--- src/rtl/reg_file_wb_unit_pkg.sv ---
// Shared encodings for the register-file writeback unit: writeback source,
// load size and FSM state, plus the load alignment rule.
package reg_file_wb_unit_pkg;

  typedef enum logic [1:0] {
    WB_NONE = 2'd0,
    WB_ALU  = 2'd1,
    WB_MEM  = 2'd2,
    WB_LINK = 2'd3
  } wb_sel_e;

  typedef enum logic [1:0] {
    LD_B   = 2'd0,
    LD_H   = 2'd1,
    LD_W   = 2'd2,
    LD_RSV = 2'd3
  } ld_size_e;

  typedef enum logic {
    S_RUN  = 1'b0,
    S_WAIT = 1'b1
  } wb_state_e;

  // Reserved size 3 behaves as a word access.
  function automatic logic ld_misaligned(input logic [1:0] size, input logic [1:0] addr_lo);
    logic mis;
    case (size)
      LD_B:    mis = 1'b0;
      LD_H:    mis = addr_lo[0];
      default: mis = (addr_lo != 2'd0);
    endcase
    return mis;
  endfunction

endpackage

--- src/rtl/reg_file_wb_unit_load_extract.sv ---
// Big-endian lane select and sign/zero extension of a returned load word,
// plus misalignment detection. Purely combinational.
module reg_file_wb_unit_load_extract
  import reg_file_wb_unit_pkg::*;
#(
  parameter int XLEN = 32
) (
  input  logic [31:0]     rdata,
  input  logic [1:0]      size,
  input  logic            is_unsigned,
  input  logic [1:0]      addr_lo,
  output logic [XLEN-1:0] data,
  output logic            misalign
);

  logic [7:0]  lane_b_s;
  logic [15:0] lane_h_s;

  // Byte 0 sits in the most significant lane of the word.
  always_comb begin
    case (addr_lo)
      2'd0:    lane_b_s = rdata[31:24];
      2'd1:    lane_b_s = rdata[23:16];
      2'd2:    lane_b_s = rdata[15:8];
      2'd3:    lane_b_s = rdata[7:0];
      default: lane_b_s = rdata[31:24];
    endcase
    if (addr_lo[1]) begin
      lane_h_s = rdata[15:0];
    end else begin
      lane_h_s = rdata[31:16];
    end
  end

  // Size selection and extension to the datapath width.
  always_comb begin
    case (size)
      LD_B: begin
        if (is_unsigned) begin
          data = XLEN'(lane_b_s);
        end else begin
          data = XLEN'($signed(lane_b_s));
        end
      end
      LD_H: begin
        if (is_unsigned) begin
          data = XLEN'(lane_h_s);
        end else begin
          data = XLEN'($signed(lane_h_s));
        end
      end
      default: begin
        if (is_unsigned) begin
          data = XLEN'(rdata);
        end else begin
          data = XLEN'($signed(rdata));
        end
      end
    endcase
    misalign = ld_misaligned(size, addr_lo);
  end

endmodule

--- src/rtl/reg_file_wb_unit.sv ---
// Register-file writeback unit: picks ALU, load or link data for one retiring
// instruction per cycle, stalls on outstanding loads, drives the write port.
module reg_file_wb_unit
  import reg_file_wb_unit_pkg::*;
#(
  parameter int XLEN     = 32,
  parameter int REG_AW   = 5,
  parameter int LINK_OFF = 8
) (
  input  logic              clock,
  input  logic              reset,
  input  logic              in_valid,
  output logic              in_ready,
  input  logic [1:0]        in_sel,
  input  logic [1:0]        in_ld_size,
  input  logic              in_ld_unsigned,
  input  logic [1:0]        in_addr_lo,
  input  logic [XLEN-1:0]   in_alu_result,
  input  logic [XLEN-1:0]   in_pc,
  input  logic [REG_AW-1:0] in_rd,
  input  logic              mem_rvalid,
  input  logic [31:0]       mem_rdata,
  output logic              rf_we,
  output logic [REG_AW-1:0] rf_waddr,
  output logic [XLEN-1:0]   rf_wdata,
  output logic              byp_valid,
  output logic [REG_AW-1:0] byp_rd,
  output logic [XLEN-1:0]   byp_data,
  output logic              busy,
  output logic              misalign_err
);

  wb_state_e         state_q, state_d;
  logic [REG_AW-1:0] pend_rd_q, pend_rd_d;
  logic [1:0]        pend_size_q, pend_size_d;
  logic              pend_uns_q, pend_uns_d;
  logic [1:0]        pend_addr_q, pend_addr_d;
  logic              rf_we_q, rf_we_d;
  logic [REG_AW-1:0] rf_waddr_q, rf_waddr_d;
  logic [XLEN-1:0]   rf_wdata_q, rf_wdata_d;
  logic              misalign_q, misalign_d;

  logic [1:0]        ext_size_s;
  logic              ext_uns_s;
  logic [1:0]        ext_addr_s;
  logic [XLEN-1:0]   ext_data_s;
  logic              ext_mis_s;
  logic [XLEN-1:0]   link_s;

  logic              cmp_s;
  logic              cmp_mis_s;
  logic [REG_AW-1:0] cmp_rd_s;
  logic [XLEN-1:0]   cmp_data_s;

  // While stalled the extractor must see the latched load attributes.
  always_comb begin
    if (state_q == S_WAIT) begin
      ext_size_s = pend_size_q;
      ext_uns_s  = pend_uns_q;
      ext_addr_s = pend_addr_q;
    end else begin
      ext_size_s = in_ld_size;
      ext_uns_s  = in_ld_unsigned;
      ext_addr_s = in_addr_lo;
    end
  end

  reg_file_wb_unit_load_extract #(
    .XLEN(XLEN)
  ) u_load_extract (
    .rdata       (mem_rdata),
    .size        (ext_size_s),
    .is_unsigned (ext_uns_s),
    .addr_lo     (ext_addr_s),
    .data        (ext_data_s),
    .misalign    (ext_mis_s)
  );

  assign link_s = in_pc + XLEN'(LINK_OFF);

  // Next-state logic: decide whether an operation completes this cycle.
  always_comb begin
    state_d     = state_q;
    pend_rd_d   = pend_rd_q;
    pend_size_d = pend_size_q;
    pend_uns_d  = pend_uns_q;
    pend_addr_d = pend_addr_q;
    cmp_s       = 1'b0;
    cmp_mis_s   = 1'b0;
    cmp_rd_s    = in_rd;
    cmp_data_s  = in_alu_result;
    case (state_q)
      S_RUN: begin
        if (in_valid) begin
          case (in_sel)
            WB_ALU: begin
              cmp_s = 1'b1;
            end
            WB_LINK: begin
              cmp_s      = 1'b1;
              cmp_data_s = link_s;
            end
            WB_MEM: begin
              if (mem_rvalid) begin
                cmp_s      = 1'b1;
                cmp_data_s = ext_data_s;
                cmp_mis_s  = ext_mis_s;
              end else begin
                pend_rd_d   = in_rd;
                pend_size_d = in_ld_size;
                pend_uns_d  = in_ld_unsigned;
                pend_addr_d = in_addr_lo;
                state_d     = S_WAIT;
              end
            end
            default: begin
              cmp_s = 1'b0;
            end
          endcase
        end else begin
          cmp_s = 1'b0;
        end
      end
      S_WAIT: begin
        if (mem_rvalid) begin
          cmp_s      = 1'b1;
          cmp_rd_s   = pend_rd_q;
          cmp_data_s = ext_data_s;
          cmp_mis_s  = ext_mis_s;
          state_d    = S_RUN;
        end else begin
          state_d = S_WAIT;
        end
      end
      default: begin
        state_d = S_RUN;
      end
    endcase
  end

  // Write-port values; index 0 and misaligned loads complete without writing.
  always_comb begin
    rf_we_d    = cmp_s & ~cmp_mis_s & (cmp_rd_s != {REG_AW{1'b0}});
    misalign_d = cmp_s & cmp_mis_s;
    if (rf_we_d) begin
      rf_waddr_d = cmp_rd_s;
      rf_wdata_d = cmp_data_s;
    end else begin
      rf_waddr_d = rf_waddr_q;
      rf_wdata_d = rf_wdata_q;
    end
  end

  // FSM, pending-load latch and registered write port.
  always_ff @(posedge clock) begin
    if (reset) begin
      state_q     <= S_RUN;
      pend_rd_q   <= {REG_AW{1'b0}};
      pend_size_q <= 2'd0;
      pend_uns_q  <= 1'b0;
      pend_addr_q <= 2'd0;
      rf_we_q     <= 1'b0;
      rf_waddr_q  <= {REG_AW{1'b0}};
      rf_wdata_q  <= {XLEN{1'b0}};
      misalign_q  <= 1'b0;
    end else begin
      state_q     <= state_d;
      pend_rd_q   <= pend_rd_d;
      pend_size_q <= pend_size_d;
      pend_uns_q  <= pend_uns_d;
      pend_addr_q <= pend_addr_d;
      rf_we_q     <= rf_we_d;
      rf_waddr_q  <= rf_waddr_d;
      rf_wdata_q  <= rf_wdata_d;
      misalign_q  <= misalign_d;
    end
  end

  assign in_ready     = (state_q == S_RUN);
  assign busy         = (state_q == S_WAIT);
  assign rf_we        = rf_we_q;
  assign rf_waddr     = rf_waddr_q;
  assign rf_wdata     = rf_wdata_q;
  assign misalign_err = misalign_q;
  assign byp_valid    = rf_we_q;
  assign byp_rd       = rf_waddr_q;
  assign byp_data     = rf_wdata_q;

endmodule
--- config.mk ---
export PLATFORM = sky130hd
export DESIGN_NAME = reg_file_wb_unit
export DESIGN_NICKNAME = d
export VERILOG_FILES = /design/src/rtl/reg_file_wb_unit_pkg.sv /design/src/rtl/reg_file_wb_unit_load_extract.sv /design/src/rtl/reg_file_wb_unit.sv
export SDC_FILE = /design/constraint.sdc
export NUM_CORES = 1
export LEC_CHECK = 0
export BUFFER_PORTS_ARGS = -buffer_cell sky130_fd_sc_hd__buf_2
export CORE_MARGIN = 3
export CORE_UTILIZATION = 48
export CTS_BUF_LIST = sky130_fd_sc_hd__clkbuf_4 sky130_fd_sc_hd__clkbuf_8 sky130_fd_sc_hd__clkbuf_16
export CTS_CLUSTER_SIZE = 8
export DETAILED_ROUTE_END_ITERATION = 10
export HOLD_SLACK_MARGIN = 0.12
export PLACE_DENSITY = 0.79
export SLEW_MARGIN = 20
export SYNTH_ARGS = -nofsm -noshare
export SYNTH_HDL_FRONTEND = slang
export SYNTH_SLANG_ARGS = --single-unit
--- constraint.sdc ---
create_clock -name clock -period 2.7 [get_ports clock]
set_input_delay 0.135 -clock clock [delete_from_list [all_inputs] [get_ports clock]]
set_output_delay 0.135 -clock clock [all_outputs]
set_load 0.02 [all_outputs]
==> flow_summary.toml <==
[status]
status = "complete, no violations"

[power_and_ir_drop]
vdd_drop_max_mv = 0.269
seqPwrFrac_pct = 37.9
power_switching_mw = 0.832
finalPower_mw = 2.22
combPwrFrac_pct = 37.1
p_int_mw = 1.39
clock_power_share_pct = 25.0
p_leak_nw = 2.24
powerDensity_nw_per_um2 = 436
swShare_pct = 37.5

[timing]
fin_skew_ns = 0.00833
maxSlewViolCount = 0
period_needed_ns = 2.49
slew_headroom_pct = 32.4
hold_viol = 0
finalSetupViolCount = 0
tns_ns = 0
worst_pin_slew_ns = 1.01
clock.fmax_mhz = 402
rsz0062_at_grt = "no"
fin_crit_sh_pct = 92.1

[route]
ant_nets = 0
via_per_inst = 6.25
wl_mm = 14.8
post_drt_wl_per_cell_um = 19.0
routed-via-count = 4887
drt_iter0_drc = 469
dr.pass1.iters = 5
drc = 0

[grt]
grt_pass1_vias = 4550
track_usage_pct = 28.9
overflow = 0
met3_usage_pct = 6.37
antenna_found_initial = 0
use_met2_pct = 49.5
met1_usage_pct = 37.0
grt_max_degree = 54
grt_first_pass_wirelength_mm = 22.9
busiest_layer = "met2"

[layout]
area_delta_synth_final_pct = 24.1
antenna_cells = 0
area.sequential_sq_um = 1000
num-nets-final = 789
multiInputGateArea_sq_um = 2600
drive_gt1_share_pct = 34.9
final_cell_mix = "buf_2, nor2_1, dfxtp_1, a211oi_1, nand2_1"
num-fill-cells = 802
final_common_cell = "buf_2"

[synthesis]
synth.avg_cell_area_sq_um = 7.76
synth_flop_cell = "dfxtp_1"
synthTopCellsByArea = "dfxtp_1, buf_4, nor2_1"
synth.top_cell.area_share_pct = 24.4
synth_edf_count = 0
syn-cell-area_sq_um = 4100
synth.distinct_cells = 57
synthArstFlopShare_pct = 0
yosysTopAreaCell = "dfxtp_1"
syn_nets = 642
synth_seq_cells = 50
synth_warnings = 0
netlist_instances = 529
synth.yosys.seq_area_share_pct = 24.4

[worst_setup_path]
rr_worst_depth = 6
cp_max_fo = 21
endpoint_kind = "flip-flop"
r2r_start = "busy$_SDFF_PP0_"
path_class = "reg2reg"
startpoint_type = "flip-flop"
arrival_ns = 2.72
worstPathRequired_ns = 2.94
r2r_slack_ns = 0.21
r2r-end = "byp_data[6]$_SDFFE_PP0P_"

[run]
cap_violations = 0

[clocking]
cts_setup_buffers = 0
cts_tree = "done"
cts_max_level = 2
cts_max_path_buffers = 2
clk_pin_slew_ns = 0.10
cts_sinks = 50
numCtsBuffers = 5
clock_latency_ns = 0.31
clockRootBuffer = "clkbuf_8"

[min_path]
min_to = "pend_addr_q[1]$_SDFFE_PP0P_"
hp-class = "in2reg"
min-delay-start = "in_addr_lo[1]"
hold_depth = 3

[floorplan]
die_area_sq_um = 9690
fp.dieW_um = 98.5
num_io_pins = 191
die_h_um = 98.5
rows = 33
core_area_sq_um = 8260
start_util_pct = 49.7

[placement]
place_congestion = 0.967
dp_hpwl_mm = 11.5
portBuffers = 190
-- Yosys cell counts, types with 4 or more instances --
master,number
o21ai_0,9
nand2_1,30
nand3_1,19
o22ai_1,8
mux2_2,9
inv_1,16
xnor2_1,12
xor2_1,15
clkbuf_1,27
o221ai_1,19
a211oi_1,31
mux2i_1,17
nor3_1,16
nor3b_1,5
dfxtp_1,50
and4_1,4
nor4_1,4
a311oi_1,7
a31oi_1,5
buf_4,39
buf_2,8
and2_1,16
nor2_1,63
a21oi_1,20
a221oi_1,22
-- layer usage --
metal / vias to the layer above / share of wire [%]
li1: 2249 / -
met1: 2270 / 40
met2: 330 / 48
met3: 38 / 11
met4: 0 / 2.1
met5: - / 0
-- metrics by stage --
stage | utilization, % | area [sq um] | worst slack (ns) | hold WS (ns) | cells
floorplan | - | 4100 | 0.268 | 0.282 | 529
global placement | 59.5 | 4920 | 0.206 | 0.395 | 768
detailed placement | 59.5 | 4920 | 0.136 | 0.398 | 768
CTS | 61.6 | 5090 | 0.115 | 0.127 | 782
global route | 61.7 | 5090 | 0.0687 | 0.135 | 782
finish | 61.7 | 5090 | 0.215 | 0.134 | 782
-- repair_timing --
action	CTS	global route
setup endpoints to repair	0	15
hold endpoints to repair	9	0
hold buffers	6	0
resized for setup	0	1
-- registers in the layout (all words and copies together), names as in the netlist --
signal        flops
pend_rd_q         5
busy              1
pend_uns_q        1
pend_size_q       2
byp_data         32
byp_rd            5
pend_addr_q       2
byp_valid         1
misalign_err      1
-- power by group through the flow --
stage                     registers (mW)  logic, mW  clock network [mW]
after floorplan                    0.919      0.475                   0
after global placement             0.854      0.791                   0
after detailed placement           0.857      0.805                   0
after CTS                          0.840      0.814               0.558
after global routing               0.850      0.878               0.597
final                              0.840      0.823               0.554
-- logic make-up (layout without fill, tap and decap cells) --
family                     Yosys count  count (layout)  synth area share [%]
AOI/OAI and AO/OA                  154             154                  28.4
xor gates and xnor gates            27              27                  5.76
adders and majority gates            1               1                 0.305
buffers and inverters               93             241                  12.3
DFF                                 50              50                  24.4
muxes                               27              27                  7.17
and+or+nand+nor                    177             177                  21.6
-- worst max-delay path: stages, from the launching register on --
cell      delay (ns)
dfxtp_2         0.46
buf_4           0.28
or3b_2          0.54
a31oi_1         0.44
o221ai_1        0.22
a311o_1         0.35
a21oi_1         0.12
-- worst max path at each step --
| stage | slack (ns) | from | cells past startpoint | to |
|---|---|---|---|---|
| after floorplan | 0.27 | busy$_SDFF_PP0_ | 8 | byp_data[31]$_SDFFE_PP0P_ |
| after global placement | 0.21 | busy$_SDFF_PP0_ | 6 | byp_data[6]$_SDFFE_PP0P_ |
| after detailed placement | 0.14 | busy$_SDFF_PP0_ | 6 | byp_data[6]$_SDFFE_PP0P_ |
| after CTS | 0.11 | busy$_SDFF_PP0_ | 6 | byp_data[6]$_SDFFE_PP0P_ |
| after global routing | 0.07 | busy$_SDFF_PP0_ | 8 | byp_data[30]$_SDFFE_PP0P_ |
| final | 0.21 | busy$_SDFF_PP0_ | 6 | byp_data[6]$_SDFFE_PP0P_ |
-- layout make-up --
type	count	share of cell area, %
multi-input combinational	386	51.1
timing repair buffer	217	23.2
sequential	50	19.7
tap	105	2.58
clock buffer	5	1.35
inverter	16	1.18
clock inverter	3	0.885
(Power assumes the default switching activity.)
